**config.mk**
```make
export PLATFORM = sky130hd
export DESIGN_NAME = mp64_extmem_ctrl
export DESIGN_NICKNAME = d
export VERILOG_FILES = /design/src/rtl/mp64_extmem_ctrl_pkg.sv /design/src/rtl/mp64_extmem_wbuf.sv /design/src/rtl/mp64_extmem_ctrl.sv
export SDC_FILE = /design/constraint.sdc
export NUM_CORES = 2
export LEC_CHECK = 0
export CAP_MARGIN = 15
export CORE_UTILIZATION = 45
export CTS_CLUSTER_SIZE = 24
export DETAILED_ROUTE_END_ITERATION = 10
export GPL_ROUTABILITY_DRIVEN = 0
export PLACE_DENSITY = 0.7
export SYNTH_ARGS = -nofsm -noshare
export SYNTH_HDL_FRONTEND = slang
export SYNTH_SLANG_ARGS = --single-unit
```
**constraint.sdc**
```tcl
create_clock -name sys_clk -period 14.91 [get_ports sys_clk]
set_clock_uncertainty 0.05 [all_clocks]
set_input_delay 3.7275 -clock sys_clk [delete_from_list [all_inputs] [get_ports sys_clk]]
set_output_delay 3.7275 -clock sys_clk [all_outputs]
set_load 0.05 [all_outputs]
```
**src/rtl/mp64_extmem_ctrl_pkg.sv**
```systemverilog
// Shared types and helpers for the external-memory controller.
//   ext_state_e    : controller FSM states
//   ext_err_e      : completion status codes carried to the done/err pulse
//   burst_in_range : 1 when a burst ends inside the external window
package mp64_extmem_ctrl_pkg;

  localparam int unsigned EXT_MAX_BEATS = 16;

  typedef enum logic [2:0] {
    StIdle,
    StCheck,
    StWfill,
    StIssue,
    StWdata,
    StRdata,
    StResp
  } ext_state_e;

  typedef enum logic [1:0] {
    ErrNone,
    ErrRange,
    ErrTimeout
  } ext_err_e;

  // End address is computed two bits wider than the address so that a burst
  // near the top of the 24-bit space cannot wrap and look legal.
  function automatic logic burst_in_range(input logic [23:0] addr, input logic [3:0] len,
                                          input int unsigned ext_bytes);
    logic [25:0] end_addr;
    end_addr = {2'b00, addr} + (({22'd0, len} + 26'd1) << 3);
    return end_addr <= 26'(ext_bytes);
  endfunction

endpackage

```
**src/rtl/mp64_extmem_wbuf.sv**
```systemverilog
// Write-beat buffer: holds up to 16 64-bit beats of one write burst.
//   sys_clk, sys_rst : clock, synchronous active-high reset (empties the buffer)
//   clr              : empty the buffer (pointer back to 0)
//   push, push_data  : append one beat; ignored once full
//   rd_idx, rd_data  : asynchronous read of a stored beat
//   count            : beats currently stored (0..16)
module mp64_extmem_wbuf
  import mp64_extmem_ctrl_pkg::*;
(
  input  logic        sys_clk,
  input  logic        sys_rst,
  input  logic        clr,
  input  logic        push,
  input  logic [63:0] push_data,
  input  logic [3:0]  rd_idx,
  output logic [63:0] rd_data,
  output logic [4:0]  count
);

  logic [63:0] mem_q [EXT_MAX_BEATS];
  logic [4:0]  wr_ptr_q;
  logic        push_ok;

  assign push_ok = push && (wr_ptr_q != 5'(EXT_MAX_BEATS));

  always_ff @(posedge sys_clk) begin
    if (sys_rst || clr) begin
      wr_ptr_q <= '0;
    end else if (push_ok) begin
      wr_ptr_q <= wr_ptr_q + 5'd1;
    end
  end

  // Storage needs no reset: only beats below wr_ptr_q are ever read.
  always_ff @(posedge sys_clk) begin
    if (push_ok) begin
      mem_q[wr_ptr_q[3:0]] <= push_data;
    end
  end

  assign rd_data = mem_q[rd_idx];
  assign count   = wr_ptr_q;

endmodule

```
**src/rtl/mp64_extmem_ctrl.sv**
```systemverilog
// Fabric-to-PHY bridge for 1..16-beat 64-bit bursts.
//   req_*          : burst request (addr 8-byte aligned internally, len = beats-1)
//   wd_*           : write beats, buffered before the PHY request is issued
//   rd_*           : read beats, one registered cycle per PHY beat, rd_last on the final one
//   done/err       : one-cycle completion pulse, err for range error or timeout
//   busy           : controller not idle
//   phy_*          : external-memory PHY port, one single-cycle phy_req per burst
// All outputs are registered. PHY_WLAT must be at least 2.
module mp64_extmem_ctrl
  import mp64_extmem_ctrl_pkg::*;
#(
  parameter int unsigned EXT_BYTES = 262144,
  parameter int unsigned PHY_WLAT  = 2,
  parameter int unsigned TIMEOUT   = 1024
) (
  input  logic        sys_clk,
  input  logic        sys_rst,
  input  logic        req_valid,
  output logic        req_ready,
  input  logic [23:0] req_addr,
  input  logic        req_wen,
  input  logic [3:0]  req_len,
  input  logic        wd_valid,
  output logic        wd_ready,
  input  logic [63:0] wd_data,
  output logic        rd_valid,
  output logic [63:0] rd_data,
  output logic        rd_last,
  output logic        done,
  output logic        err,
  output logic        busy,
  output logic        phy_req,
  output logic [23:0] phy_addr,
  output logic        phy_wen,
  output logic [63:0] phy_wdata,
  output logic [3:0]  phy_burst_len,
  input  logic [63:0] phy_rdata,
  input  logic        phy_rvalid,
  input  logic        phy_ready
);

  localparam int unsigned    CntW    = $clog2(TIMEOUT) + 1;
  localparam logic [CntW-1:0] CntMax = CntW'(TIMEOUT - 1);
  // phy_wdata is registered, so beat 0 is loaded one cycle ahead of its slot.
  localparam logic [CntW-1:0] WlatCnt = CntW'(PHY_WLAT - 2);

  ext_state_e      state_q;
  ext_err_e        err_code_q;
  logic [23:0]     addr_q;
  logic            wen_q;
  logic [3:0]      len_q;
  logic [4:0]      beat_q;
  logic [CntW-1:0] cnt_q;

  logic            req_ready_q, wd_ready_q, rd_valid_q, rd_last_q, done_q, err_q;
  logic [63:0]     rd_data_q, phy_wdata_q;
  logic            phy_req_q, phy_wen_q;
  logic [23:0]     phy_addr_q;
  logic [3:0]      phy_burst_len_q;

  logic            wbuf_push;
  logic [63:0]     wbuf_rd_data;
  logic [4:0]      wbuf_count;
  logic [4:0]      len_p1;

  assign wbuf_push = (state_q == StWfill) && wd_valid && wd_ready_q;
  assign len_p1    = {1'b0, len_q} + 5'd1;

  mp64_extmem_wbuf u_wbuf (
    .sys_clk   (sys_clk),
    .sys_rst   (sys_rst),
    .clr       (state_q == StIdle),
    .push      (wbuf_push),
    .push_data (wd_data),
    .rd_idx    (beat_q[3:0]),
    .rd_data   (wbuf_rd_data),
    .count     (wbuf_count)
  );

  // Every state change also clears cnt_q; cnt_q otherwise free-runs.
  always_ff @(posedge sys_clk) begin
    if (sys_rst) begin
      state_q         <= StIdle;
      err_code_q      <= ErrNone;
      addr_q          <= '0;
      wen_q           <= 1'b0;
      len_q           <= '0;
      beat_q          <= '0;
      cnt_q           <= '0;
      req_ready_q     <= 1'b0;
      wd_ready_q      <= 1'b0;
      rd_valid_q      <= 1'b0;
      rd_data_q       <= '0;
      rd_last_q       <= 1'b0;
      done_q          <= 1'b0;
      err_q           <= 1'b0;
      phy_req_q       <= 1'b0;
      phy_addr_q      <= '0;
      phy_wen_q       <= 1'b0;
      phy_wdata_q     <= '0;
      phy_burst_len_q <= '0;
    end else begin
      done_q     <= 1'b0;
      err_q      <= 1'b0;
      rd_valid_q <= 1'b0;
      rd_last_q  <= 1'b0;
      phy_req_q  <= 1'b0;
      cnt_q      <= cnt_q + CntW'(1);
      unique case (state_q)
        StIdle: begin
          req_ready_q <= 1'b1;
          if (req_valid && req_ready_q) begin
            req_ready_q <= 1'b0;
            addr_q      <= req_addr & ~24'h7;
            wen_q       <= req_wen;
            len_q       <= req_len;
            beat_q      <= '0;
            err_code_q  <= ErrNone;
            state_q     <= StCheck;
            cnt_q       <= '0;
          end
        end
        StCheck: begin
          cnt_q <= '0;
          if (!burst_in_range(addr_q, len_q, EXT_BYTES)) begin
            err_code_q <= ErrRange;
            state_q    <= StResp;
          end else if (wen_q) begin
            wd_ready_q <= 1'b1;
            state_q    <= StWfill;
          end else begin
            state_q <= StIssue;
          end
        end
        StWfill: begin
          if (wbuf_push && (wbuf_count == {1'b0, len_q})) begin
            wd_ready_q <= 1'b0;
            state_q    <= StIssue;
            cnt_q      <= '0;
          end
        end
        StIssue: begin
          if (phy_req_q) begin
            // Strobe has been up for its single cycle: the PHY took it.
            state_q <= wen_q ? StWdata : StRdata;
            cnt_q   <= '0;
          end else if (phy_ready) begin
            phy_req_q       <= 1'b1;
            phy_addr_q      <= addr_q;
            phy_wen_q       <= wen_q;
            phy_burst_len_q <= len_q;
          end else if (cnt_q == CntMax) begin
            err_code_q <= ErrTimeout;
            state_q    <= StResp;
            cnt_q      <= '0;
          end
        end
        StWdata: begin
          if (beat_q == len_p1) begin
            state_q <= StResp;
            cnt_q   <= '0;
          end else if (cnt_q >= WlatCnt) begin
            phy_wdata_q <= wbuf_rd_data;
            beat_q      <= beat_q + 5'd1;
          end
        end
        StRdata: begin
          if (phy_rvalid) begin
            rd_valid_q <= 1'b1;
            rd_data_q  <= phy_rdata;
            beat_q     <= beat_q + 5'd1;
            cnt_q      <= '0;
            if (beat_q == {1'b0, len_q}) begin
              rd_last_q <= 1'b1;
              state_q   <= StResp;
            end
          end else if (cnt_q == CntMax) begin
            err_code_q <= ErrTimeout;
            state_q    <= StResp;
            cnt_q      <= '0;
          end
        end
        StResp: begin
          done_q  <= 1'b1;
          err_q   <= (err_code_q != ErrNone);
          state_q <= StIdle;
          cnt_q   <= '0;
        end
        default: begin
          state_q <= StIdle;
        end
      endcase
    end
  end

  assign req_ready     = req_ready_q;
  assign wd_ready      = wd_ready_q;
  assign rd_valid      = rd_valid_q;
  assign rd_data       = rd_data_q;
  assign rd_last       = rd_last_q;
  assign done          = done_q;
  assign err           = err_q;
  assign busy          = (state_q != StIdle);
  assign phy_req       = phy_req_q;
  assign phy_addr      = phy_addr_q;
  assign phy_wen       = phy_wen_q;
  assign phy_wdata     = phy_wdata_q;
  assign phy_burst_len = phy_burst_len_q;

endmodule

```
==> metrics.yaml <==
async_flop_share: 0
max_freq_ghz: 0.152
synth-simple-area-share: 0.0460
ctsHoldBuffers: 0
first_pass_iters: 9
clk_latency_ns: 0.71
worstSetupPathType: "reg2out"
nFillCells: 7861
critPathCaptureType: "output port"
leakagePower_nw: 17.1
report.final.slew_viol_count: 0
synth-edff-count: 1024
yosysMostFrequentCell: "edfxtp_1"
r2r_cells: 7
cts_tree: "done"
multi_input_area_um2: 11500
reg2reg_from: "beat_q[0]"
track_usage: 0.209
hold_class: "reg2reg"
fp.dieW_um: 325
worst_ep_arrival_time_ns: 2.78
rsz0062_at_grt: "false"
cp_top_family: "buffers and inverters"
cts.sinks: 1237
fin_setup_tns_ns: 0
vias_per_cell: 5.69
cts_root_buf: "clkbuf_16"
core_um2: 104000
hp-start: "rd_data[40]"
start_kind: "flop"
netlist.area_leader.share: 0.654
synth_fa_ha_area_frac: 0.00415
power_frac_comb: 0.131
muxShareOfSynthArea: 0.155
die_h_um: 325
synth_top_family_by_area: "multiplexers"
place_inst: 4141
hold_violations: 0
holdPathEnd: "rd_data[40]"
numCtsBuffers: 121
port_buffers: 321
powerDensity_nw_per_um2: 143
pwr-share-seq: 0.481
hold_ws_ns: 0.404
cp_max_fo: 18
crit_path_start: "state_q[1]"
clkTransAtPathRegs_ns: 0.06
worst-slew-pin-transition_ns: 1.15
yosys_most_used_dff: "edfxtp_1"
synth_top_area_cell: "edfxtp_1"
finish.utilization: 0.541
drc: 0
synth_area_leaders: "edfxtp_1 65%, mux4_2 15%, dfxtp_1 9.1%"
num_vias: 24900
status: "complete, no violations"
syn_to_final_growth_pct: 19.1
netlist_instances: 2544
synth_xor_area_frac: 0.00606
max_cap_violations: 0
reg2reg_slack_ns: 10.04
drive_gt1_frac: 0.200
cts_buffer_depth: 3
grt_pass1_vias: 25400
hold-path-cell-count: 2
finalSetupViolCount: 0
rr_endpoint: "phy_wdata[20]"
rows: 118
grt_max_degree: 169
syn_area_per_cell_um2: 18.5
worst_ep_required_time_ns: 11.13
dp_hpwl_um: 61000
intPower_mw: 6.10
clock_power_share: 0.388
yosysSeqAreaShare: 0.744
boundaryPins: 328
finalCritPeriodShare: 0.440
synth_compound_area_frac: 0.0294
slew_headroom: 0.234
die_area_um2: 106000
synthDistinctLibCells: 65
slowest_stage: "clkdlybuf4s50_1"
nets: 3064
overflow: 0
postCtsSetupBuffers: 0
grt_pass1_wl_um: 164000
wire_per_inst_um: 25.2
min_period_ns: 6.56
h-tree-depth: 3
p_sw_mw: 1.90
finalWirelength_um: 111000
yosysWarnings: 0
start_util: 0.454
cp_num_buf_inv: 2
crit_chain: "nor3_1 > inv_1 > clkdlybuf4s50_1"
regArea_um2: 35000
swShare: 0.238
synthesis.area_um2: 47000
synth_commonest_cells: "1,024 x edfxtp_1, 383 x nand2_1, 320 x mux4_2"
ant_nets: 0
drt_iter0_markers: 2766
ctsResizeCount: 0
ys_ff_latch: 1237
antenna_found_initial: 12
finalNonFillerCells: 4377
vdd_drop_max_v: 0.000110
critPathMaxStageDelay_ns: 0.91
[how the worst max path moves through the flow]
stage / endpoint / slack (ns) / cells past startpoint
after global routing: busy / 8.25 / 3
after detailed placement: u_wbuf.mem_q[5][11] / 7.77 / 6
after floorplan: u_wbuf.mem_q[0][0] / 3.85 / 4
final: busy / 8.35 / 3
after global placement: u_wbuf.mem_q[15][37] / 7.81 / 5
after CTS: busy / 8.33 / 3
[cells by family (layout without fill, tap and decap cells)]
logic type	after synthesis	in the layout
AOI/OAI and AO/OA	247	247
xor gates and xnor gates	31	31
adders and majority gates	15	15
buffers and inverters	170	617
DFF	1237	1237
muxes	328	328
other	1	7
and+or+nand+nor	515	515
[through the flow]
stage	cell area [um^2]	setup WS, ns	total power [mW]
finish	56000	8.35	8.00
global route	56000	8.25	8.28
CTS	56000	8.33	8.08
detailed placement	51900	7.77	4.99
global placement	51900	7.81	4.96
floorplan	47000	3.85	4.70
[state kept, by name, indices dropped and copies added (netlist names), 2 cells and up]
name / cells
u_wbuf.mem_q: 1024
phy_wdata: 64
rd_data: 64
addr_q: 21
phy_addr: 21
cnt_q: 11
beat_q: 5
u_wbuf.count: 5
len_q: 4
phy_burst_len: 4
state_q: 3
err_code_q: 2
[tightest hold or removal path: cells and delay by family (launching register included)]
family | cells | cell delay (ns)
DFF | 1 | 0.30
and+or+nand+nor | 1 | 0.05
AOI/OAI and AO/OA | 1 | 0.05
[power groups by stage]
stage	sequential (mW)	clock, mW	combinational [mW]
3_5_place_dp	3.92	0	1.06
4_1_cts	3.85	3.16	1.07
2_1_floorplan	3.95	0	0.744
3_3_place_gp	3.92	0	1.04
6_report	3.85	3.10	1.05
5_1_grt	3.86	3.29	1.13
[cell usage in the layout, fill, tap and decap left out, drive strengths merged, types with 3 or more instances in the layout]
cell type	n
a2111oi	3
a21o	7
a21oi	196
a31o	3
and2	7
and3	10
buf	49
bufinv	11
clkbuf	156
clkdlybuf4s50	320
clkinv	47
clkinvlp	10
conb	3
dfxtp	213
diode	4
edfxtp	1024
ha	14
inv	24
mux2i	7
mux4	320
nand2	383
nand2b	4
nand3	17
nand3b	5
nand4	9
nor2	44
nor3	14
nor4	6
o21ai	11
o31ai	6
or3	5
or4	3
xnor2	16
xor2	14
[final cells by class]
class                           instances  share of cell area
Clock buffer                          156              0.0608
Clock inverter                         74              0.0127
Antenna cell                            4            0.000179
Inverter                               18             0.00121
Tap cell                             1380              0.0308
Sequential cell                      1237               0.625
Multi-Input combinational cell       1139               0.205
Timing Repair Buffer                  369              0.0644
[routing by layer]
layer | share of wire | vias up | wire length, um | GRT usage
li1 | - | 10700 | - | -
met2 | 0.50 | 1095 | 55100 | 0.350
met4 | 0.023 | 14 | 2510 | 0.0596
met5 | 0.00084 | - | 93 | 0
met1 | 0.40 | 12900 | 44400 | 0.276
met3 | 0.076 | 188 | 8390 | 0.0424
Power figures use the tool's default switching activity.
